<file path="config.mk">
export PLATFORM = sky130hd
export DESIGN_NAME = align_pipe
export DESIGN_NICKNAME = d
export VERILOG_FILES = /design/src/rtl/align_pipe.sv
export SDC_FILE = /design/constraint.sdc
export NUM_CORES = 1
export LEC_CHECK = 0
export CORE_ASPECT_RATIO = 0.8
export CORE_MARGIN = 2
export CORE_UTILIZATION = 52
export DETAILED_ROUTE_END_ITERATION = 12
export PLACE_DENSITY = 0.76
export RECOVER_POWER = 25
export SLEW_MARGIN = 20
export SYNTH_ARGS = -nofsm -noshare
export SYNTH_HDL_FRONTEND = slang
export SYNTH_SLANG_ARGS = --single-unit
</file>
<file path="constraint.sdc">
create_clock -name clock -period 3.07 [get_ports clock]
set_input_delay 0.307 -clock clock [delete_from_list [all_inputs] [get_ports clock]]
set_output_delay 0.307 -clock clock [all_outputs]
set_load 0.005 [all_outputs]
</file>
<file path="src/rtl/align_pipe.sv">
// Two-stage leading-one aligner: normalises b so its leading 1 sits at a's leading-1 position.
// Optional sticky output (bits dropped by the right shift) enabled by ALIGN_PIPE_STICKY_EN.
module align_pipe #(
  parameter int WIDTH = 32,
  localparam int SHW = $clog2(WIDTH) + 1
) (
  input  logic             clock,
  input  logic             reset,
  input  logic             flush,
  input  logic             in_valid,
  output logic             in_ready,
  input  logic [WIDTH-1:0] a,
  input  logic [WIDTH-1:0] b,
  output logic             out_valid,
  input  logic             out_ready,
  output logic [WIDTH-1:0] out,
  output logic [SHW-1:0]   shamt,
  output logic             a_zero,
  output logic             b_zero
`ifdef ALIGN_PIPE_STICKY_EN
  ,
  output logic             sticky
`endif
);

  localparam int LZW = $clog2(WIDTH);

  // Zero input yields 0; callers qualify it with the zero flag.
  function automatic logic [LZW-1:0] lzc(input logic [WIDTH-1:0] x);
    logic [LZW-1:0] n;
    logic           found;
    n     = {LZW{1'b0}};
    found = 1'b0;
    for (int i = WIDTH - 1; i >= 0; i--) begin
      if (!found && x[i]) begin
        n     = LZW'(WIDTH - 1 - i);
        found = 1'b1;
      end
    end
    return n;
  endfunction

  logic             s1_valid_r;
  logic [WIDTH-1:0] s1_b_r;
  logic [LZW-1:0]   s1_lza_r;
  logic [LZW-1:0]   s1_lzb_r;
  logic             s1_azero_r;
  logic             s1_bzero_r;

  logic             out_valid_r;
  logic [WIDTH-1:0] out_r;
  logic [SHW-1:0]   shamt_r;
  logic             a_zero_r;
  logic             b_zero_r;
  logic             sticky_r;

  logic             s1_adv_s;
  logic             s2_drain_s;
  logic             in_ready_s;
  logic             accept_s;
  logic [WIDTH-1:0] norm_s;
  logic [WIDTH-1:0] aligned_s;
  logic [SHW-1:0]   shamt_s;
  logic             sticky_s;

  // Handshake: the only combinational output path is out_ready -> in_ready.
  always_comb begin
    s2_drain_s = out_valid_r && out_ready;
    s1_adv_s   = s1_valid_r && (!out_valid_r || out_ready);
    in_ready_s = !reset && !flush && (!s1_valid_r || s1_adv_s);
    accept_s   = in_valid && in_ready_s;
  end

  // Stage-2 datapath: normalise b, then shift right to a's leading-one position.
  always_comb begin
    norm_s    = s1_b_r << s1_lzb_r;
    aligned_s = {WIDTH{1'b0}};
    shamt_s   = {SHW{1'b0}};
    sticky_s  = 1'b0;
    if (s1_bzero_r) begin
      aligned_s = {WIDTH{1'b0}};
      shamt_s   = {SHW{1'b0}};
      sticky_s  = 1'b0;
    end else begin
      aligned_s = norm_s >> s1_lza_r;
      shamt_s   = {1'b0, s1_lzb_r} - {1'b0, s1_lza_r};
      sticky_s  = |(norm_s & ~({WIDTH{1'b1}} << s1_lza_r));
    end
  end

  // Stage 1: capture b and both leading-zero counts on accept.
  always_ff @(posedge clock) begin
    if (reset) begin
      s1_valid_r <= 1'b0;
      s1_b_r     <= {WIDTH{1'b0}};
      s1_lza_r   <= {LZW{1'b0}};
      s1_lzb_r   <= {LZW{1'b0}};
      s1_azero_r <= 1'b0;
      s1_bzero_r <= 1'b0;
    end else if (flush) begin
      s1_valid_r <= 1'b0;
    end else if (accept_s) begin
      s1_valid_r <= 1'b1;
      s1_b_r     <= b;
      s1_lza_r   <= lzc(a);
      s1_lzb_r   <= lzc(b);
      s1_azero_r <= (a == {WIDTH{1'b0}});
      s1_bzero_r <= (b == {WIDTH{1'b0}});
    end else if (s1_adv_s) begin
      s1_valid_r <= 1'b0;
    end
  end

  // Stage 2: result registers only load on advance, so they stay bit-stable under stall.
  always_ff @(posedge clock) begin
    if (reset) begin
      out_valid_r <= 1'b0;
      out_r       <= {WIDTH{1'b0}};
      shamt_r     <= {SHW{1'b0}};
      a_zero_r    <= 1'b0;
      b_zero_r    <= 1'b0;
      sticky_r    <= 1'b0;
    end else if (flush) begin
      out_valid_r <= 1'b0;
    end else if (s1_adv_s) begin
      out_valid_r <= 1'b1;
      out_r       <= aligned_s;
      shamt_r     <= shamt_s;
      a_zero_r    <= s1_azero_r;
      b_zero_r    <= s1_bzero_r;
      sticky_r    <= sticky_s;
    end else if (s2_drain_s) begin
      out_valid_r <= 1'b0;
    end
  end

  assign in_ready  = in_ready_s;
  assign out_valid = out_valid_r;
  assign out       = out_r;
  assign shamt     = shamt_r;
  assign a_zero    = a_zero_r;
  assign b_zero    = b_zero_r;
`ifdef ALIGN_PIPE_STICKY_EN
  assign sticky    = sticky_r;
`else
  logic unused_sticky_s;
  assign unused_sticky_s = sticky_r;
`endif

endmodule

</file>
# Word level (Yosys, flattened, before mapping)
# Cells that the tools add are included.
[word_totals] elab_cells=473 input_bits=69 out_inout_bits=42 regBits=86
[classes] reduce_logical=142 bitwise_logic=1 mux=316 add_sub_neg=1 n_shift=2
[ops] op="5-bit 2-to-1 mux" n=60
[ops] op="1-bit 2-to-1 mux" n=254
[ops] op="1-bit logical AND" n=67
[ops] op="1-bit zero test" n=66
[ops] op="32-bit zero test" n=2
[ops] op="32-bit 2-to-1 mux" n=1
[ops] op="32-bit by 5-bit << shifter with 32-bit output" n=1
[ops] op="32-bit by 5-bit >> shifter with 32-bit output" n=1
[ops] op="6-bit 2-to-1 mux" n=1
[ops] op="5-bit by 5-bit subtractor with 6-bit output" n=1
[ops] op="2-bit AND reduction" n=2
[ops] op="2-bit nonzero test" n=2
[ops] op="1-bit logical OR" n=2
[ops] op="2-bit OR reduction" n=1
[ops] op="1-bit inverter" n=1

# Depth between registers and ports, before layout
[logic_depth] ltp_word=192 mapped_depth=13 mapped_depth_nobuf=9

# Worst setup path after synthesis
# Ideal clock, no wire load.
[synth_path] path_kind="register to register" start="reg s1_lzb_r[1]" end="reg out_r[7] (netlist: out[7])" required_time_ps=2940 slack_ps=-105 setup_ps=130 arrival_ps=3045 stages_incl_launch_ff=11 period_less_slack_ps=3175 path_buffers=2 path_cell_list="dfxtp_1 > buf_6 > buf_12 > mux4_2 > mux2_4 > a32o_2 > or3_4 > and2_0 > mux4_2 > a222oi_1 > o22ai_1"
[synth_via] elab_chain_cells=3
[synth_lines] element="from (decl)" line_no="46" rtl="logic [LZW-1:0] s1_lzb_r;"
[synth_lines] element="from (signal assigned)" line_no="97" rtl="s1_lzb_r <= {LZW{1'b0}};"
[synth_lines] element="from (signal assigned)" line_no="106" rtl="s1_lzb_r <= lzc(b);"
[synth_lines] element="32-bit by 5-bit << shifter with 32-bit output" line_no="76" rtl="norm_s = s1_b_r << s1_lzb_r;"
[synth_lines] element="32-bit by 5-bit >> shifter with 32-bit output" line_no="85" rtl="aligned_s = norm_s >> s1_lza_r;"
[synth_lines] element="32-bit 2-to-1 mux" line_no="80" rtl="if (s1_bzero_r) begin"
[synth_lines] element="to (signal assigned)" line_no="118" rtl="out_r <= {WIDTH{1'b0}};"
[synth_lines] element="to (signal assigned)" line_no="127" rtl="out_r <= aligned_s;"
[synth_lines] element="to (decl)" line_no="51" rtl="logic [WIDTH-1:0] out_r;"
# No other way between the ends.
# A chain may end at the register's enable or synchronous reset.

# Worst setup path in the final report
[layout_path] start="reg s1_lzb_r[1]" end="reg out_r[1] (netlist: out[1])"
# The elaborated chain is that of the path after synthesis.

==> metrics.cfg <==
[die]
core_area_um2=16600
io_pins=111
die-width_um=150
rows=42
initial_core_util_pct=53.3
die_h_um=120
die_area_um2=18000

[power]
p_leak_nw=4.76
p_clk_share_pct=31.0
power_mw=3.54
power.switching_mw=1.25
p_int_mw=2.30
p_sw_share_pct=35.2
power_frac_seq_pct=33.6
vdd_ir_drop_max_mv=0.258
combPwrFrac_pct=35.4
powerDensity_nw_per_um2=282

[yosys]
synth_top_family_by_area=compound AO/OA/AOI/OAI gates
ys_seq_elements=86
synth-xor-area-share_pct=0.298
synthCells=1117
syn_nets=1192
async_flop_share_pct=0
synthSimpleGateAreaFrac_pct=22.4
yosys.area.top_type_share_pct=19.5
avgSynthCellArea_um2=7.89
synth-seq-area-share_pct=19.5
synth_compound_area_share_pct=28.3
syn_area_um2=8820
synth_fa_ha_area_share_pct=0.937
synth_edf_count=0
synthMuxAreaShare_pct=22.0
ys_dominant_reg_cell=dfxtp_1
yosys.area.top_type=dfxtp_1
yosys-top-cells-area=dfxtp_1, mux4_2, nand2_1
yosysUniqueCellTypes=82
ys_warn_count=0

[global_route]
grt_max_degree=74
grt_antenna_before_repair=1
grt_util_all_layers_pct=43.3
grt_overflow=0
grt_pass1_wl_um=59800
grt_pass1_vias=10400

[detailed_routing]
routed-via-count=11300
drc=0
wl_per_cell_um=24.4
wirelength_um=39700
ant_nets=0
via_per_inst=6.91
drt_first_pass_iters=7
drtIter0Drc=1553

[clock_network]
root_buffer=clkbuf_16
cts_tree=built
numClockSinks=86
clk_pin_slew_worst_paths_ns=0.07
cts.path.max_buffers=2
hold_buffers=0
ctsHtreeMaxLevel=3
cts_buffers=9
insertion_delay_ns=0.35

[status]
status=finished, violations left
violations=setup timing

[sta]
fin_ws_ns=-0.128
fin_skew_ns=0.00440
drv_slew=0
worstMarginPinSlew_ns=0.817
slew_headroom_pct=45.5
timing.fmax_ghz=0.313
min_period_ns=3.20
final-setup-viol-count=13
rsz0062_at_grt=true
hold_viol=0
min_period_over_period_pct=104
fin_setup_tns_ns=-0.797

[final_layout]
instances_no_fill=1629
layout-drive-gt1-share_pct=31.7
fill_cells=1226
final_cell_mix=buf_4, nand2_1, clkdlybuf4s50_1
fin_nets=1478
finish.utilization_pct=75.9
final_common_cell=buf_4
syn_to_final_growth_pct=42.6

[worst_setup_path]
worstPathRequired_ns=3.31
path_common_cell=mux4_2
crit_slowest_cell=mux4_2
worstPathCellList=buf_12 -> buf_6 -> mux4_2 -> mux2_4 -> o2bb2ai_2 -> a41oi_2 -> mux2i_2 -> mux4_2 -> and3_1 -> or3_1
path_max_fanout=5
startpoint_type=register
criticalPathCategory=register to register
cp_top_family=multiplexers
slowest_delay_ns=0.52
crit_buf_inv=2
end_kind=register
crit_arrival_ns=3.44

[placement]
dpl.hpwl_um=30200
numPortBuffers=110
gp_congestion=1.00
dpl.cell_count=1583

[job]
maxCapViolCount=0

[min_path]
holdCritPathClass=register to register

## kinds of logic (layout without fill, tap and decap cells)
logic type | count (synthesis) | in the layout
compound gates | 348 | 348
xor+xnor | 3 | 3
fa+ha+maj | 6 | 6
buf+inv | 129 | 420
flops | 86 | 86
mux | 127 | 127
other cells | 0 | 1
simple gates | 418 | 418
## power by group through the flow
stage	registers [mW]	logic, mW	clock network, mW
after detailed placement	1.21	1.11	0
final	1.19	1.26	1.10
after global placement	1.21	1.10	0
after CTS	1.19	1.14	1.10
after floorplan	1.18	0.566	0
after global routing	1.19	1.31	1.13
## worst reg2reg max path: stages, from the launching register on
cell and delay (ns):
dfxtp_4 0.41, buf_12 0.14, buf_6 0.11, mux4_2 0.52
mux2_4 0.31, o2bb2ai_2 0.13, a41oi_2 0.31, mux2i_2 0.17
mux4_2 0.51, and3_1 0.18, or3_1 0.29
## registers in the layout, summed over array words and instances, names as in the netlist
name,flops
b_zero,1
out_valid,1
s1_valid_r,1
out,32
s1_lzb_r,5
s1_bzero_r,1
s1_b_r,32
s1_azero_r,1
s1_lza_r,5
a_zero,1
shamt,6
## path summary, 6_finish.rpt
kind	cells past startpoint	slack (ns)	end	start
min	2	0.46	out[21]	out[21]
max	10	-0.13	out[1]	s1_lzb_r[1]
max reg2reg	10	-0.13	out[1]	s1_lzb_r[1]
min reg2reg	2	0.46	out[21]	out[21]
## layout make-up
class                      instances  area, um2  area share [%]
antenna                            1       2.50          0.0199
clock buffer                      10        229            1.82
clock inverter                     6       47.5           0.378
inverter                          27        101           0.806
multi-input combinational        902       6880            54.7
sequential                        86       1740            13.8
tap                              220        275            2.19
timing repair buffer             377       3300            26.3
## layer usage
metal / share of wire (%) / routed length [um] / global-route usage (%)
met1: 40 / 16000 / 62.5
met3: 16 / 6220 / 14.0
met4: 3.1 / 1240 / 12.6
met5: 0 / 0 / 0
met2: 41 / 16200 / 61.3
## metrics by stage
step	setup WS [ns]	hold slack (ns)	cell area, um2
2_1_floorplan	-0.0479	0.386	8830
3_3_place_gp	-0.312	0.440	11600
3_5_place_dp	-0.285	0.446	11600
4_1_cts	-0.101	0.461	12100
5_1_grt	-0.205	0.483	12600
6_report	-0.128	0.457	12600
## what timing repair did
action | in CTS | in global routing
resized for setup | 37 | 76
hold endpoints to repair | 0 | 0
buffers inserted | 10 | 18
cloned | 0 | 1
endpoints found under the setup margin | 29 | 28
pin swaps | 6 | 25
## synthesized netlist by cell type (13+ instances only)
master,n
nand2_1,154
nor2_1,88
dfxtp_1,86
a21oi_1,82
clkbuf_1,69
mux2i_1,51
mux4_2,41
nor3_1,34
o21ai_0,33
nand3_1,29
mux2_2,26
inv_1,25
and2_1,24
nor4_1,21
a31oi_1,20
a22oi_1,19
a211oi_1,18
a221oi_1,17
o211ai_1,16
buf_2,13
Note: power is estimated with default switching activity, not from simulation.
